===== src/rtl/serial_subtractor_pkg.sv =====
// Shared definitions for the bit-serial subtractor: FSM encoding and counter sizing.
package serial_subtractor_pkg;

    typedef enum logic [1:0] {
        IDLE  = 2'd0,
        SHIFT = 2'd1,
        DONE  = 2'd2
    } state_t;

    // Bits needed to count WIDTH serial steps (0 .. WIDTH-1); WIDTH >= 2 keeps this >= 1.
    function automatic int cnt_width(input int width);
        return $clog2(width);
    endfunction

endpackage


===== src/rtl/serial_subtractor_full_subtractor.sv =====
// Single-bit full subtractor: x - y - bin producing a difference bit and a borrow-out.
module full_subtractor (
    input  logic x,
    input  logic y,
    input  logic bin,
    output logic diff,
    output logic bout
);

    assign diff = x ^ y ^ bin;
    assign bout = (~x & y) | (~(x ^ y) & bin);

endmodule


===== src/rtl/serial_subtractor.sv =====
// Bit-serial two's-complement subtractor: a - b - bin, LSB first, one bit per clock,
// with ready/valid handshakes on operand start and result delivery.
module serial_subtractor
    import serial_subtractor_pkg::*;
#(
    parameter int WIDTH = 8
) (
    input  logic             clk,
    input  logic             rst_n,
    input  logic             start_valid,
    output logic             start_ready,
    input  logic [WIDTH-1:0] a_in,
    input  logic [WIDTH-1:0] b_in,
    input  logic             bin,
    output logic             done_valid,
    input  logic             done_ready,
    output logic [WIDTH-1:0] diff,
    output logic             bout,
    output logic             ovf,
    output logic             zero
);

    localparam int CW = cnt_width(WIDTH);
    localparam logic [CW-1:0] LAST = CW'(WIDTH - 1);

    state_t           state_reg;
    state_t           state_next;
    logic [WIDTH-1:0] a_sr;
    logic [WIDTH-1:0] b_sr;
    logic [WIDTH-1:0] d_sr;
    logic [WIDTH-1:0] d_sr_next;
    logic             borrow_q;
    logic             a_msb;
    logic             b_msb;
    logic [CW-1:0]    count;
    logic             cell_d;
    logic             cell_bo;
    logic             accept;
    logic             last_bit;

    full_subtractor u_cell (
        .x    (a_sr[0]),
        .y    (b_sr[0]),
        .bin  (borrow_q),
        .diff (cell_d),
        .bout (cell_bo)
    );

    assign start_ready = (state_reg == IDLE);
    assign done_valid  = (state_reg == DONE);
    assign accept      = start_valid && start_ready;
    assign last_bit    = (state_reg == SHIFT) && (count == LAST);
    // Result bits enter at the top so that after WIDTH shifts bit 0 lands at the LSB.
    assign d_sr_next   = {cell_d, d_sr[WIDTH-1:1]};

    always_ff @(posedge clk or negedge rst_n) begin
        if (!rst_n) begin
            state_reg <= IDLE;
        end else begin
            state_reg <= state_next;
        end
    end

    always_comb begin
        state_next = state_reg;
        case (state_reg)
            IDLE:    if (accept)     state_next = SHIFT;
            SHIFT:   if (last_bit)   state_next = DONE;
            DONE:    if (done_ready) state_next = IDLE;
            default:                 state_next = IDLE;
        endcase
    end

    always_ff @(posedge clk or negedge rst_n) begin
        if (!rst_n) begin
            a_sr     <= '0;
            b_sr     <= '0;
            d_sr     <= '0;
            borrow_q <= 1'b0;
            a_msb    <= 1'b0;
            b_msb    <= 1'b0;
            count    <= '0;
            diff     <= '0;
            bout     <= 1'b0;
            ovf      <= 1'b0;
            zero     <= 1'b0;
        end else if (accept) begin
            a_sr     <= a_in;
            b_sr     <= b_in;
            borrow_q <= bin;
            a_msb    <= a_in[WIDTH-1];
            b_msb    <= b_in[WIDTH-1];
            count    <= '0;
        end else if (state_reg == SHIFT) begin
            a_sr     <= a_sr >> 1;
            b_sr     <= b_sr >> 1;
            d_sr     <= d_sr_next;
            borrow_q <= cell_bo;
            count    <= count + 1'b1;
            if (last_bit) begin
                diff <= d_sr_next;
                bout <= cell_bo;
                zero <= (d_sr_next == '0);
                // Signed overflow only possible when operand signs differ.
                ovf  <= (a_msb != b_msb) && (d_sr_next[WIDTH-1] != a_msb);
            end
        end
    end

endmodule


===== config.mk =====
export PLATFORM = sky130hd
export DESIGN_NAME = serial_subtractor
export DESIGN_NICKNAME = d
export VERILOG_FILES = /design/src/rtl/serial_subtractor_pkg.sv /design/src/rtl/serial_subtractor_full_subtractor.sv /design/src/rtl/serial_subtractor.sv
export SDC_FILE = /design/constraint.sdc
export NUM_CORES = 1
export LEC_CHECK = 0
export BUFFER_PORTS_ARGS = -buffer_cell sky130_fd_sc_hd__clkbuf_2
export CORE_ASPECT_RATIO = 1.75
export CORE_MARGIN = 2
export CORE_UTILIZATION = 40
export CTS_CLUSTER_DIAMETER = 60
export DETAILED_ROUTE_END_ITERATION = 8
export PLACE_DENSITY = 0.57
export SYNTH_ARGS = -nofsm -noshare
export SYNTH_HDL_FRONTEND = slang
export SYNTH_SLANG_ARGS = --single-unit

===== constraint.sdc =====
create_clock -name clk -period 1.7 [get_ports clk]
set_input_delay 0.51 -clock clk [delete_from_list [all_inputs] [get_ports clk]]
set_output_delay 0.51 -clock clk [all_outputs]
set_load 0.01 [all_outputs]

# Yosys cells after proc, flatten, opt, wreduce, memory -nomap -nowiden
# Index checks and enable logic that the tools add are counted.
[word_totals] register_bits=43 in_bits=21 out_inout_bits=13 word_cells=50
[classes] n_addsub=1 eq_ne=8 n_mux=12 n_bitwise=8 reduce_logical=9
[op_table] operator="8-bit 2-to-1 mux" n=4
[op_table] operator="8-bit zero test" n=1
[op_table] operator="2-bit 2-to-1 mux" n=3
[op_table] operator="3-bit 2-to-1 mux" n=2
[op_table] operator="2-bit case mux with 3 select lines" n=1
[op_table] operator="3-bit AND reduction" n=2
[op_table] operator="2-bit by 1-bit inequality test with 1-bit output (second input constant)" n=2
[op_table] operator="3-bit by 1-bit adder with 3-bit output (second input constant)" n=1
[op_table] operator="3-bit == test (second input constant)" n=1
[op_table] operator="1-bit logical AND" n=3
[op_table] operator="1-bit inverter" n=3
[op_table] operator="1-bit bitwise AND" n=2
[op_table] operator="2-bit by 1-bit == test with 1-bit output (second input constant)" n=1
[op_table] operator="2-bit == test (second input constant)" n=1
[op_table] operator="2-bit zero test" n=1
[op_table] operator="1-bit 2-to-1 mux" n=2
[op_table] operator="1-bit inequality test" n=2
[op_table] operator="2-bit inequality test (second input constant)" n=1
[op_table] operator="2-bit AND reduction" n=1
[op_table] operator="2-bit nonzero test" n=1
[op_table] operator="1-bit XOR" n=2
[op_table] operator="1-bit OR" n=1

# Depth between registers and ports, before layout
# Gate-level depths: netlist of the first run.
[logic_depth] word_depth=6 depth_mapped=6 mapped_depth_nobuf=5

# By module
# A second synthesis of the first run with hierarchy kept.
[hier_totals] hier_cells=163 area_unflattened_um2=1771.7
[modules_own_cells] module="serial_subtractor" n_inst=1 cells_each=159 area_each_um2=1740.4 seq_area_each_um2=1051.0
[modules_own_cells] module="full_subtractor" n_inst=1 cells_each=4 area_each_um2=31.3 seq_area_each_um2=0.0

# Least setup slack after synthesis of the first run
# No wires, ideal clock.
[synth_path] kind="register to register" startpoint="reg count[0]" endpoint="reg diff[5]" setup_time_ns=0.127 arrival_time_ns=1.348 required_time_ns=1.573 slack_ns=0.225 stages_incl_launch_ff=6 path_buffers=1 period_less_slack_ns=1.475 cell_sequence="dfrtp_1 > ha_1 > ha_1 > nand3b_4 > buf_4 > mux2_1"
[synth_via] elab_chain_cells=3
[synth_lines] element="from (decl)" line_no="serial_subtractor.sv:35" source="logic [CW-1:0] count;"
[synth_lines] element="from (signal assigned)" line_no="serial_subtractor.sv:99" source="count <= count + 1'b1;"
[synth_lines] element="3-bit == test" line_no="serial_subtractor.sv:52" source="assign last_bit = (state_reg == SHIFT) && (count == LAST);"
[synth_lines] element="1-bit logical AND" line_no="serial_subtractor.sv:52"
[synth_lines] element="3-bit AND reduction (no source line)"
[synth_lines] element="to (signal assigned)" line_no="serial_subtractor.sv:101" source="diff <= d_sr_next;"
[synth_lines] element="to (decl)" line_no="serial_subtractor.sv:17" source="output logic [WIDTH-1:0] diff,"
# Every way passes these cells.
# A chain may end at the register's enable or synchronous reset.

# Worst setup path after layout of the first run
[layout_path] startpoint="reg state_reg[0]" endpoint="out done_valid"
[layout_via] elab_chain_cells=1
[layout_lines] element="from (decl)" line_no="serial_subtractor.sv:26" source="state_t state_reg;"
[layout_lines] element="from (signal assigned)" line_no="serial_subtractor.sv:60" source="state_reg <= state_next;"
[layout_lines] element="2-bit == test" line_no="serial_subtractor.sv:50" source="assign done_valid = (state_reg == DONE);"
[layout_lines] element="to (decl)" line_no="serial_subtractor.sv:15" source="output logic done_valid,"
# Every way passes these cells.

==> impl_metrics.ini, run 1 <==
[outcome]
outcome = finished clean

[timing]
post-route-min-period_ns = 1.57
setup_viol = 0
max_slew_margin_pct = 70.5
skew_ns = 0.0105
rsz0062_at_grt = false
post-route-period-util_pct = 92.4
tightestPinTransition_ns = 0.439
max_freq_ghz = 0.637
fin_worst_hold_slack_ns = 0.178
setup_tns_ns = 0
maxSlewViolCount = 0
finalHoldViolCount = 0

[synthesis]
synth_commonest_cells = 58 x nand2_1, 42 x dfrtp_1, 14 x a22oi_1
ys_seq_elements = 42
synth_nets = 186
ys_types = 23
synth_top_cell_by_area = dfrtp_1
synthArstFlopShare_pct = 100
yosysWarnings = 0
synth.cell_area_sq_um = 1760
synth_ff_type = dfrtp_1
yosysMostFrequentCell = nand2_1
yosysSeqAreaShare_pct = 59.6
syn_avg_cell_area_sq_um = 10.9
yosys-top-cells-area = dfrtp_1 60%, nand2_1 12%, a22oi_1 6.0%, mux2_2 4.5%, o21ai_0 2.0%
synth_edf_count = 0
postSynthCellCount = 162
synth_top_area_share_pct = 59.6

[floorplan]
dieHeight_um = 91.8
die_w_um = 54.2
ios = 34
std_cell_rows = 32
initial_core_util_pct = 40.8
coreArea_sq_um = 4320
dieArea_sq_um = 4980

[global_routing]
grt_usage_pct = 16.1
grt_pass1_wl_um = 5980
grtUsageMet1_pct = 18.5
antenna_found_initial = 0
grt_pass1_vias = 1362
met2_usage_pct = 27.9
grt_max_degree = 43
top_usage_layer = met2
met3_usage_pct = 4.23
gr-total-overflow = 0

[clock_tree]
cts_tree = built
cts_root_buf = clkbuf_8
cts_buffer_depth = 2
path_clk_slew_ns = 0.08
clkSinkCount = 42
htree_levels = 2
clock_latency_ns = 0.29
numCtsBuffers = 5

[layout]
seqCellArea_sq_um = 1050
final_area_sq_um = 2130
drive_above_1_share_pct = 30.0
n_antenna_cell = 0
multi_input_area_sq_um = 653
nets = 226
area_growth_pct = 20.6
top_regs = a_sr x8, b_sr x8, diff x8
stdcell_count = 254
fillers = 411

[place]
place_inst = 244
placedInstanceArea_sq_um = 2010
gp_congestion = 0.698
io_buffer_count = 33
hpwl_um = 2460

[setup_path]
worstPathArrival_ns = 1.06
reg2regPathDepth = 4
worstPathMaxFanout = 5
end_kind = output pin
r2r_slack_ns = 0.21
r2r_end = diff[2]
critPathTopFamily = flip-flops
regToRegStartpoint = count[0]
required_ns = 1.19
critPathMaxStageDelay_ns = 0.43
critPathBufInv = 2
setup.worst_path.start_class = flop
critPathKind = flop to output pin
worstPathCellList = nand2b_1 -> inv_1 -> clkbuf_2
crit_path_top_delay_cell = dfrtp_2

[route]
ant_nets = 0
vias = 1308
vias_per_cell = 5.15
routed_wl_um = 3410
wire_per_inst_um = 13.4
drtIter0Drc = 19
drc = 0
drt_pass1_iterations = 4

[pwr]
switching_share_pct = 36.2
p_int_mw = 2.41
leakagePower_nw = 1.12
p_comb_share_pct = 37.8
ir_drop_uv = 1020
switching_power_mw = 1.37
pwr-share-seq_pct = 44.9
p_per_area_nw_per_um2 = 1780
p_clk_share_pct = 17.3

[hold_path]
hp-class = primary input to asynchronous set/reset pin

[flow_run]
drv_cap = 0
timing repair:
action	CTS	global route
hold endpoints to repair	0	0
gates resized for setup	0	1
setup endpoints to repair	0	1
hold buffers	0	0
buffers inserted	0	2
layout by cell type (no fill, tap or decap):
cell | Yosys | final
a21oi_1 | 1 | 1
a221o_1 | 1 | 1
a22o_1 | 2 | 2
a22oi_1 | 14 | 14
and3b_1 | 1 | 1
buf_12 | 0 | 2
buf_4 | 3 | 6
clkbuf_2 | 0 | 33
clkbuf_8 | 0 | 6
clkinv_2 | 0 | 1
clkinvlp_4 | 0 | 1
dfrtp_1 | 42 | 41
dfrtp_2 | 0 | 1
fa_1 | 1 | 1
ha_1 | 2 | 2
inv_1 | 3 | 3
mux2_1 | 3 | 3
mux2_2 | 7 | 7
nand2_1 | 58 | 58
nand2b_1 | 2 | 2
nand3b_4 | 1 | 1
nor2_1 | 3 | 3
nor2b_2 | 1 | 1
nor3b_2 | 1 | 1
nor4_1 | 2 | 2
o21ai_0 | 7 | 7
o21bai_1 | 1 | 1
o21bai_2 | 1 | 1
metal layers:
metal  wire length (um)  vias up
met2               1830       37
met4                 55        0
met3                184        6
met1               1330      643
met5                  0        -
li1                   -      622
worst max path at each step:
stage                     cells after the start    endpoint  slack (ns)    startpoint
final                                         3  done_valid        0.13  state_reg[0]
after global routing                          3  done_valid        0.04  state_reg[1]
after CTS                                     3  done_valid        0.02  state_reg[0]
after detailed placement                      4       b_msb        0.19   start_valid
after global placement                        4       a_msb        0.21   start_valid
after floorplan                               5     diff[5]        0.22      count[0]
stage by stage:
stage                     utilization (%)  worst slack, ns  power, mW
after CTS                            48.8           0.0243       3.82
final                                49.2            0.129       3.79
after global placement               46.6            0.207       3.08
after detailed placement             46.6            0.187       3.16
after global routing                 49.2           0.0422       4.12
after floorplan                         -            0.225       2.65
power by group through the flow:
| stage | logic, mW | clock network, mW | registers (mW) |
|---|---|---|---|
| floorplan | 0.951 | 0 | 1.70 |
| global placement | 1.36 | 0 | 1.72 |
| detailed placement | 1.42 | 0 | 1.74 |
| CTS | 1.42 | 0.686 | 1.72 |
| global route | 1.64 | 0.721 | 1.76 |
| finish | 1.43 | 0.657 | 1.70 |
logic make-up after synthesis:
logic type / count (synthesis) / synth area share, %
buffers and inverters: 11 / 3.34
multiplexers: 10 / 6.39
flip-flops: 42 / 59.6
AO/OA/AOI/OAI: 27 / 10.9
AND/OR/NAND/NOR: 69 / 17.2
adder cells (fa/ha/maj): 3 / 2.55
layout make-up:
type | count | share of cell area [%]
Tap cell | 51 | 3.00
Timing Repair Buffer | 41 | 11.8
Clock inverter | 2 | 0.589
Sequential cell | 42 | 49.5
Clock buffer | 6 | 3.88
Inverter | 3 | 0.530
Multi-Input combinational cell | 109 | 30.7
Note: power is estimated with default switching activity, not from simulation.
==> inputs of run 2 (changes only) <==
--- a/config.mk
+++ b/config.mk
@@ -7,7 +7,7 @@
 export LEC_CHECK = 0
 export BUFFER_PORTS_ARGS = -buffer_cell sky130_fd_sc_hd__clkbuf_2
 export CORE_ASPECT_RATIO = 1.75
-export CORE_MARGIN = 2
+export CORE_MARGIN = 10
 export CORE_UTILIZATION = 40
 export CTS_CLUSTER_DIAMETER = 60
 export DETAILED_ROUTE_END_ITERATION = 8
==> run 2 against run 1 <==
  * Die area is 52% higher
  * Via count fell by 3.6%
  * Final area decreased by 1.0%
  * Worst setup slack worse by 0.028 ns
  * Clock power is 0.9% lower
  * Combinational power is essentially flat
  * First-iteration DRC count rose to 3.4 times the previous value
  * Cell count down 1.6%
  * Maximum frequency is 1.8% lower
  * Highest routed layer unchanged
==> impl_metrics.ini, run 2 (synthesis results as in run 1) <==
[route]
vias = 1261
ant_nets = 0
wire_per_inst_um = 14.9
vias_per_cell = 5.04
routed_wl_um = 3710
drtIter0Drc = 64
drt_pass1_iterations = 4
drc = 0

[clock_tree]
clkSinkCount = 42
ctsHoldBuffers = 0
cts_tree = built
cts_root_buf = clkbuf_8
path_clk_slew_ns = 0.07
cts_buffer_depth = 2
clock_latency_ns = 0.29
htree_levels = 2
numCtsBuffers = 5

[outcome]
outcome = finished clean

[setup_path]
required_ns = 1.19
end_kind = output pin
crit_path_top_delay_cell = dfrtp_2
critPathBufInv = 2
worstPathMaxFanout = 5
worstPathArrival_ns = 1.09
setup.worst_path.start_class = flop
critPathKind = flop to output pin
critPathTopFamily = flip-flops
worstPathCellList = buf_12 -> nor2_1 -> clkbuf_2
critPathMaxStageDelay_ns = 0.44

[layout]
nets = 224
drive_above_1_share_pct = 28.9
layout_commonest_cell = nand2_1
top_regs = a_sr x8, b_sr x8, diff x8
area_growth_pct = 19.4
layout_common_cells = 58 x nand2_1, 41 x dfrtp_1, 33 x clkbuf_2
n_antenna_cell = 0
final_core_utilization_pct = 50.2

[timing]
maxSlewViolCount = 0
setup_viol = 0
post-route-min-period_ns = 1.60
finalHoldViolCount = 0
tightestPinTransition_ns = 0.529
max_freq_ghz = 0.625
fin_worst_hold_slack_ns = 0.271
rsz0062_at_grt = false
skew_ns = 0.00416
max_slew_margin_pct = 64.7
post-route-period-util_pct = 94.1
setup_tns_ns = 0

[place]
io_buffer_count = 33
hpwl_um = 2710
gp_congestion = 0.715

[global_routing]
grt_pass1_vias = 1426
gr-total-overflow = 0
grt_max_degree = 43
grt_usage_pct = 10.4
grt_pass1_wl_um = 6430
antenna_found_initial = 0

[pwr]
total_power_mw = 3.80
p_per_area_nw_per_um2 = 1810
leakagePower_nw = 1.11
ir_drop_uv = 892

[floorplan]
initial_core_util_pct = 42.1
ios = 34
coreArea_sq_um = 4190
dieArea_sq_um = 7570
std_cell_rows = 31
die_w_um = 70.2
dieHeight_um = 108

[hold_path]
hp-class = primary input to asynchronous set/reset pin

[flow_run]
drv_cap = 0
run 2: cell count changes in the layout (fill, tap and decap cells not counted), sizes merged:
cell	previous run	this run
buf	8	6
clkinvlp	1	0
clkbuf	39	40
run 2: stage by stage:
stage | worst slack, ns | cells | instance area, sq um
6_report | 0.101 | 250 | 2100
5_1_grt | 0.0202 | 250 | 2100
4_1_cts | 0.00938 | 249 | 2080
3_5_place_dp | 0.141 | 241 | 1990
3_3_place_gp | 0.183 | 241 | 1990
2_1_floorplan | 0.225 | 162 | 1760
run 2: timing repair:
item | 4_1_cts | 5_1_grt
buffers inserted | 0 | 1
setup endpoints to repair | 0 | 1
resized for setup | 0 | 1
run 2: worst paths after layout:
check,startpoint,to,slack [ns],cells past startpoint
max,state_reg[0],start_ready,0.10,3
min,rst_n,state_reg[1],0.27,2
max reg2reg,b_sr[0],zero,0.13,5
min reg2reg,a_sr[1],a_sr[1],0.48,2
max in group asynchronous,rst_n,a_sr[0],1.05,2
min in group clk,done_ready,state_reg[1],0.42,2
run 2: final cells by class:
type | count | area (sq um)
fill | 394 | 2080
sequential | 42 | 1050
multi-input combinational | 109 | 653
timing repair buffer | 39 | 235
clock buffer | 7 | 86.3
tap | 49 | 61.3
inverter | 3 | 11.3
clock inverter | 1 | 5.00
run 2: power by group:
part	switching, mW	leakage [nW]	internal, mW	total, mW
combinational	0.784	0.528	0.660	1.44
sequential	0.279	0.536	1.43	1.71
clock	0.323	0.0482	0.327	0.651
run 2: layer usage:
metal | track usage (%) | up-vias | routed length [um]
met5 | 0 | - | 0
met4 | 4.39 | 0 | 46
met3 | 4.80 | 5 | 294
met2 | 17.9 | 39 | 1890
met1 | 10.7 | 600 | 1480
li1 | - | 617 | -
